File: src/rtl/count_event_monitor.sv
// Watches the up/down counter value, classifies each sampled transition and
// queues the resulting events for a valid/ready consumer.
module count_event_monitor #(
    parameter int FIFO_DEPTH = 4,
    parameter int THRESH_HI  = 200,
    parameter int THRESH_LO  = 50
) (
    input  logic       clk,
    input  logic       rst,
    input  logic       mon_en,
    input  logic [7:0] count_in,
    input  logic       clr_flags,
    output logic       evt_valid,
    input  logic       evt_ready,
    output logic [2:0] evt_code,
    output logic [7:0] evt_value,
    output logic       ovf_flag,
    output logic [7:0] jump_cnt
);

    localparam int             AW      = (FIFO_DEPTH > 1) ? $clog2(FIFO_DEPTH) : 1;
    localparam logic [AW:0]    DEPTH_C = (AW + 1)'(FIFO_DEPTH);
    localparam logic [7:0]     HI_C    = 8'(THRESH_HI);
    localparam logic [7:0]     LO_C    = 8'(THRESH_LO);

    if (FIFO_DEPTH < 2 || (FIFO_DEPTH & (FIFO_DEPTH - 1)) != 0) begin : g_bad_depth
        $error("count_event_monitor: FIFO_DEPTH must be a power of 2, at least 2");
    end
    if (THRESH_HI <= THRESH_LO) begin : g_bad_thresh
        $error("count_event_monitor: THRESH_HI must be greater than THRESH_LO");
    end

    typedef enum logic [1:0] {
        DIR_NONE = 2'd0,
        DIR_UP   = 2'd1,
        DIR_DN   = 2'd2
    } dir_t;

    typedef enum logic [2:0] {
        EVT_NONE     = 3'd0,
        EVT_JUMP     = 3'd1,
        EVT_WRAP_UP  = 3'd2,
        EVT_WRAP_DN  = 3'd3,
        EVT_HI_CROSS = 3'd4,
        EVT_LO_CROSS = 3'd5,
        EVT_DIR_CHG  = 3'd6
    } evt_t;

    // Sampler state
    logic [7:0]  r_prev;
    logic        r_primed;
    dir_t        r_last_dir;

    // Event FIFO
    logic [2:0]  r_code_mem [FIFO_DEPTH];
    logic [7:0]  r_val_mem  [FIFO_DEPTH];
    logic [AW-1:0] r_wr_ptr;
    logic [AW-1:0] r_rd_ptr;
    logic [AW:0]   r_occ;

    // Flags
    logic        r_ovf;
    logic [7:0]  r_jump_cnt;

    logic [7:0]  w_delta;
    logic        w_sample;
    logic        w_up;
    logic        w_dn;
    logic        w_hold;
    logic        w_jump;
    logic        w_step;
    dir_t        w_step_dir;
    evt_t        w_code;
    logic        w_push;
    logic        w_pop;
    logic        w_full;
    logic        w_push_ok;
    logic        w_drop;
    logic        w_count_jump;

    assign w_delta    = count_in - r_prev;
    assign w_sample   = mon_en & r_primed;
    assign w_up       = (w_delta == 8'd1);
    assign w_dn       = (w_delta == 8'hFF);
    assign w_hold     = (w_delta == 8'd0);
    assign w_jump     = ~(w_up | w_dn | w_hold);
    assign w_step     = w_up | w_dn;
    assign w_step_dir = w_up ? DIR_UP : DIR_DN;

    // Priority order: the first matching condition is the only event reported.
    always_comb begin
        w_code = EVT_NONE;
        if (w_jump) begin
            w_code = EVT_JUMP;
        end else if (w_up && r_prev == 8'hFF) begin
            w_code = EVT_WRAP_UP;
        end else if (w_dn && r_prev == 8'h00) begin
            w_code = EVT_WRAP_DN;
        end else if (w_step && r_prev < HI_C && count_in >= HI_C) begin
            w_code = EVT_HI_CROSS;
        end else if (w_step && r_prev >= LO_C && count_in < LO_C) begin
            w_code = EVT_LO_CROSS;
        end else if (w_step && r_last_dir != DIR_NONE && r_last_dir != w_step_dir) begin
            w_code = EVT_DIR_CHG;
        end
    end

    assign w_push       = w_sample && (w_code != EVT_NONE);
    assign w_pop        = (r_occ != '0) && evt_ready;
    assign w_full       = (r_occ == DEPTH_C);
    assign w_push_ok    = w_push && (!w_full || w_pop);
    assign w_drop       = w_push && w_full && !w_pop;
    assign w_count_jump = w_sample && w_jump;

    always_ff @(posedge clk or posedge rst) begin
        if (rst) begin
            r_prev     <= 8'd0;
            r_primed   <= 1'b0;
            r_last_dir <= DIR_NONE;
        end else if (mon_en) begin
            r_prev   <= count_in;
            r_primed <= 1'b1;
            if (w_sample && w_step) begin
                r_last_dir <= w_step_dir;
            end
        end else begin
            r_primed <= 1'b0;
        end
    end

    always_ff @(posedge clk or posedge rst) begin
        if (rst) begin
            for (int i = 0; i < FIFO_DEPTH; i++) begin
                r_code_mem[i] <= 3'd0;
                r_val_mem[i]  <= 8'd0;
            end
            r_wr_ptr <= '0;
            r_rd_ptr <= '0;
            r_occ    <= '0;
        end else begin
            if (w_push_ok) begin
                r_code_mem[r_wr_ptr] <= w_code;
                r_val_mem[r_wr_ptr]  <= count_in;
                r_wr_ptr             <= r_wr_ptr + 1'b1;
            end
            if (w_pop) begin
                r_rd_ptr <= r_rd_ptr + 1'b1;
            end
            case ({w_push_ok, w_pop})
                2'b10:   r_occ <= r_occ + 1'b1;
                2'b01:   r_occ <= r_occ - 1'b1;
                default: r_occ <= r_occ;
            endcase
        end
    end

    // A same-edge set or increment takes precedence over the clear.
    always_ff @(posedge clk or posedge rst) begin
        if (rst) begin
            r_ovf      <= 1'b0;
            r_jump_cnt <= 8'd0;
        end else begin
            if (w_drop) begin
                r_ovf <= 1'b1;
            end else if (clr_flags) begin
                r_ovf <= 1'b0;
            end

            if (clr_flags) begin
                r_jump_cnt <= w_count_jump ? 8'd1 : 8'd0;
            end else if (w_count_jump && r_jump_cnt != 8'hFF) begin
                r_jump_cnt <= r_jump_cnt + 8'd1;
            end
        end
    end

    assign evt_valid = (r_occ != '0);
    assign evt_code  = evt_valid ? r_code_mem[r_rd_ptr] : 3'd0;
    assign evt_value = evt_valid ? r_val_mem[r_rd_ptr]  : 8'd0;
    assign ovf_flag  = r_ovf;
    assign jump_cnt  = r_jump_cnt;

endmodule

File: config.mk
export PLATFORM = sky130hd
export DESIGN_NAME = count_event_monitor
export DESIGN_NICKNAME = d
export VERILOG_FILES = /design/src/rtl/count_event_monitor.sv
export SDC_FILE = /design/constraint.sdc
export NUM_CORES = 1
export LEC_CHECK = 0
export CELL_PAD_IN_SITES_DETAIL_PLACEMENT = 1
export CELL_PAD_IN_SITES_GLOBAL_PLACEMENT = 1
export CORE_MARGIN = 3
export CORE_UTILIZATION = 47
export DETAILED_ROUTE_END_ITERATION = 8
export PLACE_DENSITY_LB_ADDON = 0.05
export SYNTH_ARGS = -nofsm -noshare
export SYNTH_HDL_FRONTEND = slang
export SYNTH_SLANG_ARGS = --single-unit
File: constraint.sdc
create_clock -name clk -period 4.79 [get_ports clk]
set_input_delay 1.437 -clock clk [delete_from_list [all_inputs] [get_ports clk]]
set_output_delay 1.437 -clock clk [all_outputs]
set_load 0.05 [all_outputs]
==> results_dict.tcl <==
set metrics [dict create \
    dr_total_vias 3216 \
    pin_count 34 \
    path_class "in -> reg" \
    gp_congestion 0.8539 \
    grt_overflow 0 \
    drc 0 \
    ir_drop_mv 0.3276 \
    start_kind "input pin" \
    synthToLayoutAreaGrowth_pct 26.73 \
    first_pass_iters 4 \
    synth-main-ff-cell "dfrtp_1" \
    core_region_area_um2 8464 \
    syn-num-nets 390 \
    critPathArrivalTime_ns 4.90 \
    ys_async_sr_fraction 1.000 \
    wire_per_inst_um 20.54 \
    hp-class "reg -> reg" \
    rows 33 \
    power.leakage_nw 2.487 \
    fin_setup_tns_ns 0 \
    setup_viol 0 \
    ys_seq_elements 71 \
    synth_top_area_cell "dfrtp_1" \
    die_w_um 100.8 \
    rsz0062_at_grt "false" \
    synth_cell_types 61 \
    cts.sinks 71 \
    fp.dieH_um 100.8 \
    dp.cells 541 \
    max_freq_mhz 215.3 \
    crit_fanout 4 \
    p_per_area_nw_per_um2 558.6 \
    clk_path_buf_depth 2 \
    ys_warn_count 0 \
    routed_wl_mm 11.46 \
    synth_top_area_share 0.4209 \
    yosysSeqAreaShare 0.4209 \
    drv_slew 0 \
    grt_pass1_wl_mm 19.38 \
    io_buffers 33 \
    htree_levels 3 \
    grt_pass1_vias 3688 \
    grt_max_degree 34 \
    period_minus_slack_ns 4.644 \
    drive_gt1_frac 0.3091 \
    grt.total_usage 0.2479 \
    antenna_found_initial 0 \
    synth-edff-count 0 \
    worst_slew_pin_slew_ns 0.6518 \
    numCtsBuffers 9 \
    cts_hold_buffers 0 \
    synth_area_leaders "dfrtp_1, mux2_4, mux4_2" \
    p_total_mw 2.989 \
    ant_nets 0 \
    pre_cts_ws_ns -0.5389 \
    diodes 0 \
    dpl-instance-area_um2 5090 \
    fin_ws_ns 0.1464 \
    design_area_um2 5350 \
    period_share 0.9694 \
    die-area_um2 10160 \
    critical_path.endpoint_type "flop" \
    cts.clk_slew.worst_paths_ns 0.08 \
    max_slew_margin 0.5655 \
    syn_inst 362 \
    clock_latency_ns 0.37 \
    nets 476 \
    fin_skew_ns 0.01745 \
    root_buffer "clkbuf_8" \
    hold_viol_final 0 \
    start_util 0.4987 \
    status "finished, final reports clean" \
    cp.required_ns 5.04 \
    drt-initial-drc-count 140 \
    tritoncts "built" \
    dp_hpwl_mm 8.438 \
    syn_area_um2 4222 \
    maxCapViolations 0 \
    via_per_inst 5.763 \
    syn_avg_cell_area_um2 11.66 \
    fin_cells 558 \
]
## power by group
part,leakage (nW),internal (mW),total [mW],switching [mW]
Sequential,0.872,0.796,0.990,0.195
Combinational,1.50,0.730,1.44,0.711
Clock,0.110,0.299,0.558,0.259
Total,2.49,1.82,2.99,1.16
## synth_stat cells (all sizes together), types with 3 or more instances
cell type / number
dfrtp: 71
mux2: 47
nand2: 23
o21ai: 21
inv: 20
a21oi: 15
nor2: 14
and2: 13
ha: 13
mux4: 11
nand3: 11
buf: 9
nor3: 8
clkbuf: 6
or3: 6
mux2i: 5
nand4: 5
xnor2: 4
a21o: 3
nand3b: 3
nor2b: 3
nor4: 3
xor2: 3
## logic make-up after synthesis
family	Yosys count	synth area share
AND/OR/NAND/NOR	101	0.1319
flip-flops	71	0.4209
AO/OA/AOI/OAI	70	0.1144
multiplexers	63	0.2315
buffers and inverters	35	0.03882
adder cells (fa/ha/maj)	15	0.04802
XOR/XNOR	7	0.01452
## layout make-up
class,instances,area [um2]
fillers,894,3114
inverters,20,75.07
flip-flops and latches,71,1777
multi-input cells,256,2302
well taps,105,131.4
clock inverters,7,102.6
repair buffers,90,838.3
clock buffers,9,123.9
## through the flow
step	utilization	hold WS, ns
2_1_floorplan	-	0.4587
3_3_place_gp	0.6013	0.4699
3_5_place_dp	0.6013	0.4901
4_1_cts	0.6299	0.5016
5_1_grt	0.6321	0.5123
6_report	0.6321	0.4956
## layout by cell type, fill, tap and decap left out, drive strengths merged, types with 3 or more instances in the layout
cell type | Yosys | final
nor3 | 8 | 8
clkdlybuf4s50 | 0 | 31
dfrtp | 71 | 71
nand3 | 11 | 11
ha | 13 | 13
mux2i | 5 | 5
and2 | 13 | 13
nor4 | 3 | 3
buf | 9 | 57
xnor2 | 4 | 4
clkbuf | 6 | 9
mux2 | 47 | 47
mux4 | 11 | 11
xor2 | 3 | 3
nand3b | 3 | 3
a21o | 3 | 3
nor2 | 14 | 14
nor2b | 3 | 3
nand2 | 23 | 23
nand4 | 5 | 5
or3 | 6 | 6
a21oi | 15 | 15
inv | 20 | 22
o21ai | 21 | 21
## repair_timing
action / in CTS / in global routing
pin swaps: 3 / 4
resized for setup: 3 / 7
setup buffers: 1 / 0
cloned: 0 / 0
setup endpoints to repair: 1 / 30
## state kept, by name, indices dropped and copies added (netlist names)
| register | flops |
|---|---|
| jump_cnt | 8 |
| ovf_flag | 1 |
| r_code_mem | 12 |
| r_last_dir | 2 |
| r_occ | 3 |
| r_prev | 8 |
| r_primed | 1 |
| r_rd_ptr | 2 |
| r_val_mem | 32 |
| r_wr_ptr | 2 |
## layer usage
layer	wire, um	global-route usage	vias up
li1	-	-	1500
met1	4849	0.3098	1640
met2	6063	0.4405	61
met3	395	0.04913	15
met4	153	0.05803	0
met5	0	0	-
## worst max-delay path, cell delays in order
cell	delay, ns
clkdlybuf4s50_1	0.50
ha_1	0.40
a21oi_1	0.18
nor2_1	0.06
or4b_1	0.45
a2111o_1	0.41
nor3_2	0.20
buf_4	0.15
a311oi_4	0.05
nor2_2	0.12
fa_2	0.48
a22oi_1	0.18
o21ai_1	0.08
a21o_1	0.20
## path summary, 6_finish.rpt
kind	startpoint	to	slack, ns	cells after the start
max in group asynchronous	rst	r_val_mem[11]	2.62	3
max reg2reg	r_prev[0]	r_occ[1]	1.09	13
max	count_in[5]	r_occ[1]	0.15	14
min reg2reg	r_code_mem[5]	r_code_mem[5]	0.50	1
min	r_code_mem[5]	r_code_mem[5]	0.50	1
min in group asynchronous	rst	r_wr_ptr[0]	1.40	2
Power figures use the tool's default switching activity.
